### config.mk
export PLATFORM = sky130hd
export DESIGN_NAME = phase_meas_scheduler_flat
export DESIGN_NICKNAME = d
export VERILOG_FILES = /design/src/rtl/onn_pkg.sv /design/src/rtl/phase_meas_scheduler_if.sv /design/src/rtl/rise_edge_det.sv /design/src/rtl/phase_meas_scheduler.sv /design/src/flat_wrapper.sv
export SDC_FILE = /design/constraint.sdc
export NUM_CORES = 1
export LEC_CHECK = 0
export CORE_UTILIZATION = 54
export DETAILED_ROUTE_END_ITERATION = 8
export MAX_ROUTING_LAYER = met4
export PLACE_DENSITY = 0.86
export SLEW_MARGIN = 15
export SYNTH_ARGS = -nofsm -noshare
export SYNTH_HDL_FRONTEND = slang
export SYNTH_HIERARCHICAL = 1
export SYNTH_SLANG_ARGS = --single-unit
### constraint.sdc
create_clock -name clk -period 3.29 [get_ports clk]
set_clock_uncertainty 0.05 [all_clocks]
set_input_delay 0.658 -clock clk [delete_from_list [all_inputs] [get_ports clk]]
set_output_delay 0.658 -clock clk [all_outputs]
set_load 0.005 [all_outputs]
### src/rtl/onn_pkg.sv
// -----------------------------------------------------------------------------
// onn_pkg
// Shared definitions for the ONN phase-measurement path, so the scheduler,
// the readout and the weight-update logic agree on defaults and encodings.
//   N_NEURONS_DEF : default number of neurons measured per sweep
//   CNT_W_DEF     : default phase counter width
//   meas_state_t  : scheduler FSM state encoding
//   idx_width()   : width of a neuron index (never narrower than 1 bit)
// -----------------------------------------------------------------------------
package onn_pkg;

    localparam int N_NEURONS_DEF = 8;
    localparam int CNT_W_DEF     = 4;

    typedef enum logic [2:0] {
        ST_IDLE  = 3'd0,
        ST_ARM   = 3'd1,
        ST_COUNT = 3'd2,
        ST_EMIT  = 3'd3,
        ST_NEXT  = 3'd4
    } meas_state_t;

    function automatic int idx_width(input int n);
        return (n > 1) ? $clog2(n) : 1;
    endfunction

endpackage

### src/rtl/phase_meas_scheduler_if.sv
// -----------------------------------------------------------------------------
// phase_meas_scheduler_if
// Control, oscillator and result signals of the phase-measurement scheduler.
//   start, abort       : sweep control from the consumer
//   ref_osc            : reference oscillator
//   neuron_osc         : one oscillator output per neuron
//   busy, done         : sweep status
//   result_valid/idx/phase/sat : one registered result per measured neuron
// master = whoever drives control and oscillators, slave = the scheduler.
// -----------------------------------------------------------------------------
interface phase_meas_scheduler_if
    import onn_pkg::*;
#(
    parameter int N_NEURONS = N_NEURONS_DEF,
    parameter int CNT_W     = CNT_W_DEF
);
    localparam int IDX_W = idx_width(N_NEURONS);

    logic                 start;
    logic                 abort;
    logic                 ref_osc;
    logic [N_NEURONS-1:0] neuron_osc;
    logic                 busy;
    logic                 done;
    logic                 result_valid;
    logic [IDX_W-1:0]     result_idx;
    logic [CNT_W-1:0]     result_phase;
    logic                 result_sat;

    modport master (
        output start, abort, ref_osc, neuron_osc,
        input  busy, done, result_valid, result_idx, result_phase, result_sat
    );

    modport slave (
        input  start, abort, ref_osc, neuron_osc,
        output busy, done, result_valid, result_idx, result_phase, result_sat
    );

endinterface

### src/rtl/rise_edge_det.sv
// -----------------------------------------------------------------------------
// rise_edge_det
// Registers a W-bit input once and flags bits that are high now but were low
// in the previous cycle.
//   clk, rst : clock and synchronous active-high reset
//   x        : input vector
//   q        : x delayed by one cycle (registered)
//   rise     : x & ~q
// The register resets to 0, so a bit already high when reset drops is seen
// as a rise in the first cycle out of reset.
// -----------------------------------------------------------------------------
module rise_edge_det #(
    parameter int W = 1
) (
    input  logic         clk,
    input  logic         rst,
    input  logic [W-1:0] x,
    output logic [W-1:0] q,
    output logic [W-1:0] rise
);

    logic [W-1:0] x_q;
    logic [W-1:0] x_d;

    always_comb x_d = x;

    always_ff @(posedge clk) begin
        if (rst) x_q <= '0;
        else     x_q <= x_d;
    end

    assign q    = x_q;
    assign rise = x & ~x_q;

endmodule

### src/rtl/phase_meas_scheduler.sv
// -----------------------------------------------------------------------------
// phase_meas_scheduler
// Shares one phase counter across all ONN neurons. On start it walks the
// neurons in index order: waits for a reference rise, then counts cycles until
// the selected neuron rises (or the counter saturates), emits one result and
// moves on. After the last neuron, or on abort, it pulses done.
//   clk, rst : clock, synchronous active-high reset
//   bus      : phase_meas_scheduler_if.slave (control, oscillators, results)
// Every output is a flop loaded from the next-state decision, so result_valid
// is high exactly while the FSM sits in EMIT and done while it sits in NEXT.
// -----------------------------------------------------------------------------
module phase_meas_scheduler
    import onn_pkg::*;
#(
    parameter int N_NEURONS = N_NEURONS_DEF,
    parameter int CNT_W     = CNT_W_DEF
) (
    input  logic                   clk,
    input  logic                   rst,
    phase_meas_scheduler_if.slave  bus
);

    localparam int               IDX_W    = idx_width(N_NEURONS);
    localparam logic [CNT_W-1:0] CNT_MAX  = {CNT_W{1'b1}};
    localparam logic [IDX_W-1:0] LAST_IDX = IDX_W'(N_NEURONS - 1);

    // ---------------------------------------------------------------- edges
    logic                 ref_q;
    logic                 ref_rise;
    logic [N_NEURONS-1:0] nrn_q;
    logic [N_NEURONS-1:0] nrn_rise;
    logic                 sel_rise;

    rise_edge_det #(.W(1)) u_ref_det (
        .clk  (clk),
        .rst  (rst),
        .x    (bus.ref_osc),
        .q    (ref_q),
        .rise (ref_rise)
    );

    rise_edge_det #(.W(N_NEURONS)) u_nrn_det (
        .clk  (clk),
        .rst  (rst),
        .x    (bus.neuron_osc),
        .q    (nrn_q),
        .rise (nrn_rise)
    );

    // Delayed copies are not needed here; only the rise flags are consumed.
    logic unused_delayed;
    assign unused_delayed = ref_q ^ (^nrn_q);

    // ---------------------------------------------------------------- state
    meas_state_t      state_q, state_d;
    logic [IDX_W-1:0] sel_q,   sel_d;
    logic [CNT_W-1:0] cnt_q,   cnt_d;
    logic             sat_q,   sat_d;

    logic             busy_q,  busy_d;
    logic             done_q,  done_d;
    logic             vld_q,   vld_d;
    logic [IDX_W-1:0] idx_q,   idx_d;
    logic [CNT_W-1:0] phase_q, phase_d;
    logic             rsat_q,  rsat_d;

    // Sel mux onto the shared counter.
    assign sel_rise = nrn_rise[sel_q];

    always_comb begin
        state_d = state_q;
        sel_d   = sel_q;
        cnt_d   = cnt_q;
        sat_d   = sat_q;
        vld_d   = 1'b0;
        done_d  = 1'b0;
        busy_d  = 1'b0;
        idx_d   = idx_q;
        phase_d = phase_q;
        rsat_d  = rsat_q;

        unique case (state_q)
            ST_IDLE: begin
                if (bus.start) begin
                    state_d = ST_ARM;
                    sel_d   = '0;
                end
            end
            ST_ARM: begin
                if (bus.abort) begin
                    state_d = ST_NEXT;
                end else if (ref_rise) begin
                    sat_d = 1'b0;
                    if (sel_rise) begin
                        // Coincident edges: zero phase, skip counting.
                        cnt_d   = '0;
                        state_d = ST_EMIT;
                    end else begin
                        cnt_d   = CNT_W'(1);
                        state_d = ST_COUNT;
                    end
                end
            end
            ST_COUNT: begin
                // Further reference rises are deliberately ignored here.
                if (bus.abort) begin
                    state_d = ST_NEXT;
                end else if (sel_rise) begin
                    sat_d   = 1'b0;
                    state_d = ST_EMIT;
                end else if (cnt_q == CNT_MAX) begin
                    sat_d   = 1'b1;
                    state_d = ST_EMIT;
                end else begin
                    cnt_d = cnt_q + CNT_W'(1);
                end
            end
            ST_EMIT: begin
                // The result is already on the outputs this cycle, so an
                // abort here only cuts the sweep short afterwards.
                if (bus.abort || sel_q == LAST_IDX) begin
                    state_d = ST_NEXT;
                end else begin
                    sel_d   = sel_q + IDX_W'(1);
                    state_d = ST_ARM;
                end
            end
            ST_NEXT: begin
                state_d = ST_IDLE;
            end
            default: begin
                state_d = ST_IDLE;
            end
        endcase

        // Outputs follow the state being entered.
        busy_d = (state_d == ST_ARM) || (state_d == ST_COUNT) || (state_d == ST_EMIT);
        done_d = (state_d == ST_NEXT);
        if (state_d == ST_EMIT) begin
            vld_d   = 1'b1;
            idx_d   = sel_d;
            phase_d = cnt_d;
            rsat_d  = sat_d;
        end
    end

    always_ff @(posedge clk) begin
        if (rst) begin
            state_q <= ST_IDLE;
            sel_q   <= '0;
            cnt_q   <= '0;
            sat_q   <= 1'b0;
            busy_q  <= 1'b0;
            done_q  <= 1'b0;
            vld_q   <= 1'b0;
            idx_q   <= '0;
            phase_q <= '0;
            rsat_q  <= 1'b0;
        end else begin
            state_q <= state_d;
            sel_q   <= sel_d;
            cnt_q   <= cnt_d;
            sat_q   <= sat_d;
            busy_q  <= busy_d;
            done_q  <= done_d;
            vld_q   <= vld_d;
            idx_q   <= idx_d;
            phase_q <= phase_d;
            rsat_q  <= rsat_d;
        end
    end

    assign bus.busy         = busy_q;
    assign bus.done         = done_q;
    assign bus.result_valid = vld_q;
    assign bus.result_idx   = idx_q;
    assign bus.result_phase = phase_q;
    assign bus.result_sat   = rsat_q;

endmodule

### src/flat_wrapper.sv
// flat-port wrapper written by rule: the top's interface ports become plain ports
module phase_meas_scheduler_flat import onn_pkg::*;
#(
    parameter int N_NEURONS = N_NEURONS_DEF,
    parameter int CNT_W     = CNT_W_DEF
)
  (clk, rst, bus_start, bus_abort, bus_ref_osc, bus_neuron_osc, bus_busy, bus_done, bus_result_valid, bus_result_idx, bus_result_phase, bus_result_sat);
  phase_meas_scheduler_if #(.N_NEURONS(N_NEURONS), .CNT_W(CNT_W)) bus_i ();
  input  logic clk;
  input  logic rst;
  input wire logic [$bits(bus_i.start)-1:0] bus_start;
  input wire logic [$bits(bus_i.abort)-1:0] bus_abort;
  input wire logic [$bits(bus_i.ref_osc)-1:0] bus_ref_osc;
  input wire logic [$bits(bus_i.neuron_osc)-1:0] bus_neuron_osc;
  output wire logic [$bits(bus_i.busy)-1:0] bus_busy;
  output wire logic [$bits(bus_i.done)-1:0] bus_done;
  output wire logic [$bits(bus_i.result_valid)-1:0] bus_result_valid;
  output wire logic [$bits(bus_i.result_idx)-1:0] bus_result_idx;
  output wire logic [$bits(bus_i.result_phase)-1:0] bus_result_phase;
  output wire logic [$bits(bus_i.result_sat)-1:0] bus_result_sat;
  assign bus_i.start = bus_start;
  assign bus_i.abort = bus_abort;
  assign bus_i.ref_osc = bus_ref_osc;
  assign bus_i.neuron_osc = bus_neuron_osc;
  assign bus_busy = bus_i.busy;
  assign bus_done = bus_i.done;
  assign bus_result_valid = bus_i.result_valid;
  assign bus_result_idx = bus_i.result_idx;
  assign bus_result_phase = bus_i.result_phase;
  assign bus_result_sat = bus_i.result_sat;
  phase_meas_scheduler #(.N_NEURONS(N_NEURONS), .CNT_W(CNT_W)) u_core (.clk(clk), .rst(rst), .bus(bus_i));
endmodule
Word level (Yosys, flattened, before mapping)

Index checks and enable logic that the tools add are counted.

Flip-flop bits (word level): 31
Latch bits: 0
Memory bits (writable): 0
Memory bits (read-only): 0
Input port bits: 13
Memories: 0

Add/sub/neg operators: 2
$mul: 0
Div/mod/pow operators: 0
Magnitude comparators: 1
Eq/ne operators: 9
Shifts and indexed selects: 0
Multiplexer cells: 28
Bitwise logic cells: 4
Reduce and logical (&&, ||, !) cells: 4

Operator list:

| operator                                                              | count |
|---|---|
| 3-bit 2-to-1 mux                                                      | 9 |
| 4-bit 2-to-1 mux                                                      | 5 |
| 3-bit by 2-bit == test with 1-bit output (second input constant)      | 4 |
| 3-bit one-hot mux with 4 select lines                                 | 1 |
| 1-bit 2-to-1 mux                                                      | 9 |
| 8-bit AND                                                             | 1 |
| 8-bit NOT                                                             | 1 |
| 4-bit one-hot mux with 2 select lines                                 | 1 |
| 3-bit by 1-bit == test with 1-bit output (second input constant)      | 2 |
| 3-bit == test (second input constant)                                 | 2 |
| 3-bit one-hot mux with 2 select lines                                 | 1 |
| 4-bit by 1-bit adder with 4-bit output (second input constant)        | 1 |
| 4-bit == test (second input constant)                                 | 1 |
| 3-bit by 4-bit < comparator with 1-bit output (second input constant) | 1 |
| 3-bit by 1-bit adder with 3-bit output (second input constant)        | 1 |
| 1-bit binary-select mux with 3-bit select                             | 1 |
| 3-bit zero test                                                       | 1 |
| 1-bit logical OR                                                      | 3 |
| 1-bit one-hot mux with 2 select lines                                 | 1 |
| 1-bit AND                                                             | 1 |
| 1-bit NOT                                                             | 1 |

Logic depth before layout (Yosys ltp)

Depth in word-level cells: 11
Depth in mapped cells: 7
Mapped depth without buffers: 6

Hierarchy

The synthesis kept the hierarchy.

By module, submodules not included:

| module                            | times used | cells an instance | area each (um^2) | seq. area each (um^2) |
|---|---|---|---|---|
| phase_meas_scheduler              | 1          | 106               | 988.4            | 420.4 |
| rise_edge_det at u_core.u_nrn_det | 1          | 24                | 260.2            | 160.2 |
| rise_edge_det at u_core.u_ref_det | 1          | 3                 | 47.5             | 20.0 |

Worst setup path before layout

OpenSTA, ideal clock, no wires.

Path type: input-to-reg
From: input port bus_neuron_osc[7]
To: register u_core.phase_q[2] (netlist: u_core/bus.result_phase[2])
Library setup time: 0.075 ns
Data arrival time: 2.048 ns
Setup slack: 1.117 ns
Cell stages on the path: 6
Buffers on the path: 0
Cells stage by stage: nor2b_1 mux4_2 mux2_2 a2bb2oi_1 a41o_1 o22ai_1

Longest elaborated chain between the ends: 8
Elaborated cells between the ends (all ways): 13
Those cells by class: eq/ne: 1; mux: 11; bitwise: 1

Ends and longest elaborated chain:

| element                                       | RTL line                    | RTL |
|---|---|---|
| from (decl)                                   | flat_wrapper.sv:14          | `input wire logic [$bits(bus_i.neuron_osc)-1:0] bus_neuron_osc;` |
| 8-bit AND (*)                                 | rise_edge_det.sv:33         | `assign rise = x & ~x_q;` |
| 1-bit binary-select mux with 3-bit select (*) | phase_meas_scheduler.sv:68  | `assign sel_rise = nrn_rise[sel_q];` |
| 1-bit 2-to-1 mux (not written as such) (*)    | phase_meas_scheduler.sv:68  |  |
| 1-bit 2-to-1 mux                              | phase_meas_scheduler.sv:94  | `if (sel_rise) begin` |
| 3-bit 2-to-1 mux                              | phase_meas_scheduler.sv:92  | `end else if (ref_rise) begin` |
| 3-bit 2-to-1 mux                              | phase_meas_scheduler.sv:90  | `if (bus.abort) begin` |
| 3-bit one-hot mux with 4 select lines         | phase_meas_scheduler.sv:82  | `unique case (state_q)` |
| 3-bit by 2-bit == test with 1-bit output      | phase_meas_scheduler.sv:139 | `if (state_d == ST_EMIT) begin` |
| to (signal assigned)                          | phase_meas_scheduler.sv:168 | `phase_q <= phase_d;` |
| to (decl)                                     | phase_meas_scheduler.sv:64  | `logic [CNT_W-1:0] phase_q, phase_d;` |

Every way passes the cells marked *; elsewhere a longest branch is shown, timed or not. The select of a mux whose other input is x is not followed.
A chain may end at the register's enable or synchronous reset.

Worst setup path in the final report

From: input port bus_abort
To: register u_core.phase_q[3] (netlist: u_core/bus.result_phase[3])

Longest elaborated chain between the ends: 4
Elaborated cells between the ends (all ways): 9
Those cells by class: eq/ne: 1; mux: 7; reduce/logical: 1

Ends and longest elaborated chain:

| element                                  | RTL line                    | RTL |
|---|---|---|
| from (decl)                              | flat_wrapper.sv:12          | `input wire logic [$bits(bus_i.abort)-1:0] bus_abort;` |
| 1-bit logical OR                         | phase_meas_scheduler.sv:121 | `if (bus.abort \|\| sel_q == LAST_IDX) begin` |
| 3-bit 2-to-1 mux                         | phase_meas_scheduler.sv:121 |  |
| 3-bit one-hot mux with 4 select lines    | phase_meas_scheduler.sv:82  |  |
| 3-bit by 2-bit == test with 1-bit output | phase_meas_scheduler.sv:139 |  |

Parallel ways exist; a longest one is shown, timed or not.

==> impl_results.md <==
* Outcome: finished clean
* TritonCTS clock tree: built
* DRT iter0 DRCs at 22
* Setup total negative slack at 0 ps
* First-pass GRT wire length at about 4500 um
* Worst skew pair latency at 340 ps
* Clk buf depth at 2
* Most frequent cells in the layout: dfxtp_1 (30), clkdlybuf4s50_1 (23), nor2b_1 (20)
* Slew Viols, Final at 0
* Pwr/cell area at 403 mW/mm^2
* Ratio of final minimum period to clock period at 75.2%
* Crit path max fanout at 13
* # DRC at 0
* Highest Clock Rate at 404 MHz
* Post-CTS setup buffer count at 0
* Clock-pin slew on the worst setup and hold paths at 90 ps
* Worst Tran Pin Value at 606 ps
* Initial antenna violation count at 0
* ANT cells at 0
* Overall die area at ~0.0026 mm^2
* Share of layout cells above drive strength 1 at approximately a tenth
* Placeable Area at 0.00223 mm^2
* Worst R2R Setup Slack at 1180 ps
* Placed insts at ~180
* Critical path arrival at about 2700 ps
* Commonest non-fill, non-tap cell in the layout: dfxtp_1
* Synth warnings at 6
* Post-synthesis register bit count at 30
* Final Hold Fails at 0
* # rows at 17
* Critical path type: input pin to flop
* Largest net degree at the start of global routing at 18
* Overall routed net length at 2650 um
* Vias in the first global route at approximately 1000
* Final ANT Viol Nets at 0
* Worst slew margin at between 50% and 60%
* Netlist cell types at 37
* Wire per inst at 14.1 um
* Final Non-Filler Cells at ~190
* FF-to-FF path depth at 4
* Drt pass-1 iters at 4
* Ys flop type: dfxtp_1
* PortBufs at 23
* Post-cts repair resize count at 0
* Die Ht at 51.0 um
* Fill count at between 150 and 200
* Register area share after synthesis at 46.3%
* Top cells by area, synth: dfxtp_1 (46%), nor2b_1 (9.7%), nor2_1 (4.6%), mux4_2 (3.5%), a211oi_1 (2.9%)
* Initial core utilization at 58.0%
* Avg Inst Size Synth at about 9.7 um^2
* Area share of the largest cell type after synthesis at 46.3%
* Post-layout min period at ~2500 ps
* Routability cong. at 0.921
* Crit end category: flop
* Static Leakage at between 0.5 and 0.6 nW
* I/O Pins at 24
* DR vias at 1040
* Hold depth at 2
* Syn_nets at 149
* RSZ-0062 raised after global routing: false
* Synth area leader: dfxtp_1
* Cts hold-fix bufs at 0
* Total chip power at 0.644 mW
* Critical path startpoint category: input pin
* HP Class: flop to flop
* # setup viols final at 0
* H-tree levels at 2
* Area grow syn2layout at 23.2%
* CTS root buf: clkbuf_4
* HPWL after detailed placement at 1850 um
* Total track usage at between 20% and 30%
* Ys async rst share at 0%
* TritonCTS Buffers at 5
* Maximum resistive drop on vdd at 0.000386 V
* Die width at slightly above 50 um
* Post-synthesis cell count at 133
* Remaining Overflow, GRT at 0
* Maxcap violations at 0
* Nets@finish at 176
* Critical path data required time at 3500 ps
* CTS Sinks at 30
* Via density at 5.53
* Post-synth EDFFs at 0
* Post-Syn Area at 0.00130 mm^2
==> cells by family after synthesis <==
group                    share of synthesized area, %
AND/OR/NAND/NOR                                  26.6
flip-flops                                       46.3
AO/OA/AOI/OAI                                    14.9
buffers and inverters                            2.41
multiplexers                                     6.85
adder cells (fa/ha/maj)                          2.90
==> flip-flops by register name, indices dropped and copies added (netlist names) <==
register	count
u_core/u_nrn_det/q	8
u_core/bus.result_phase	4
u_core/cnt_q	4
u_core/bus.result_idx	3
u_core/sel_q	3
u_core/state_q	3
u_core/bus.busy	1
u_core/bus.done	1
u_core/bus.result_sat	1
u_core/bus.result_valid	1
u_core/u_ref_det/q	1
==> where the power goes <==
group / switching [mW] / total (mW) / internal, mW
sequential: 0.00682 / 0.380 / 0.373
combinational: 0.0270 / 0.0640 / 0.0369
clock: 0.123 / 0.199 / 0.0765
total: 0.157 / 0.644 / 0.487
==> synthesized netlist by cell type, types with 2 or more instances <==
master and n:
a211oi_1 5, a21boi_1 2, a21oi_1 4, a22oi_1 2
a31oi_1 2, and3_1 2, clkbuf_1 2, dfxtp_1 30
ha_1 3, inv_1 3, mux4_2 2, nand2_1 3
nand2b_1 5, nand3_1 4, nor2_1 16, nor2b_1 20
nor2b_4 2, nor3_1 2, o21ai_0 3, o21ai_1 2
o22ai_1 3
==> per-layer routing <==
| layer | vias to the layer above | wire length, um | GRT usage (%) |
|---|---|---|---|
| met5 | - | 0 | - |
| met3 | 5 | 151 | 8.93 |
| met2 | 27 | 1190 | 37.5 |
| li1 | 527 | - | - |
| met4 | 0 | 53 | 13.9 |
| met1 | 481 | 1260 | 28.3 |
==> final timing paths <==
kind,start,endpoint
setup / recovery,bus_abort,u_core/bus.result_phase[3]$_SDFFE_PP0P_
hold reg to reg,u_core/bus.result_phase[0]$_SDFFE_PP0P_,u_core/bus.result_phase[0]$_SDFFE_PP0P_
setup reg to reg,u_core/state_q[1]$_SDFF_PP0_,u_core/bus.result_phase[3]$_SDFFE_PP0P_
hold / removal,u_core/bus.result_phase[0]$_SDFFE_PP0P_,u_core/bus.result_phase[0]$_SDFFE_PP0P_
==> critical path: stages <==
cell and delay, ps:
clkdlybuf4s50_1 470, or4b_1 660, o22ai_2 480, nand2b_1 200
o22ai_1 210
==> final cells by class <==
class | count | area, um^2 | area share (%)
tap | 28 | 35.0 | 2.19
sequential | 30 | 601 | 37.6
clock buffer | 5 | 37.5 | 2.35
clock inverter | 2 | 10.0 | 0.627
multi-input combinational | 96 | 664 | 41.6
timing repair buffer | 24 | 238 | 14.9
inverter | 3 | 11.3 | 0.705
==> stage by stage <==
stage | area (um^2) | hold WS [ps] | utilization [%] | worst slack (ps)
detailed placement | 1550 | 429 | 69.4 | 485
global placement | 1550 | 425 | 69.4 | 590
CTS | 1600 | 446 | 71.5 | 849
floorplan | 1300 | 428 | - | 1120
global route | 1600 | 485 | 71.5 | 734
finish | 1600 | 453 | 71.5 | 816
Note: power is estimated with default switching activity, not from simulation.
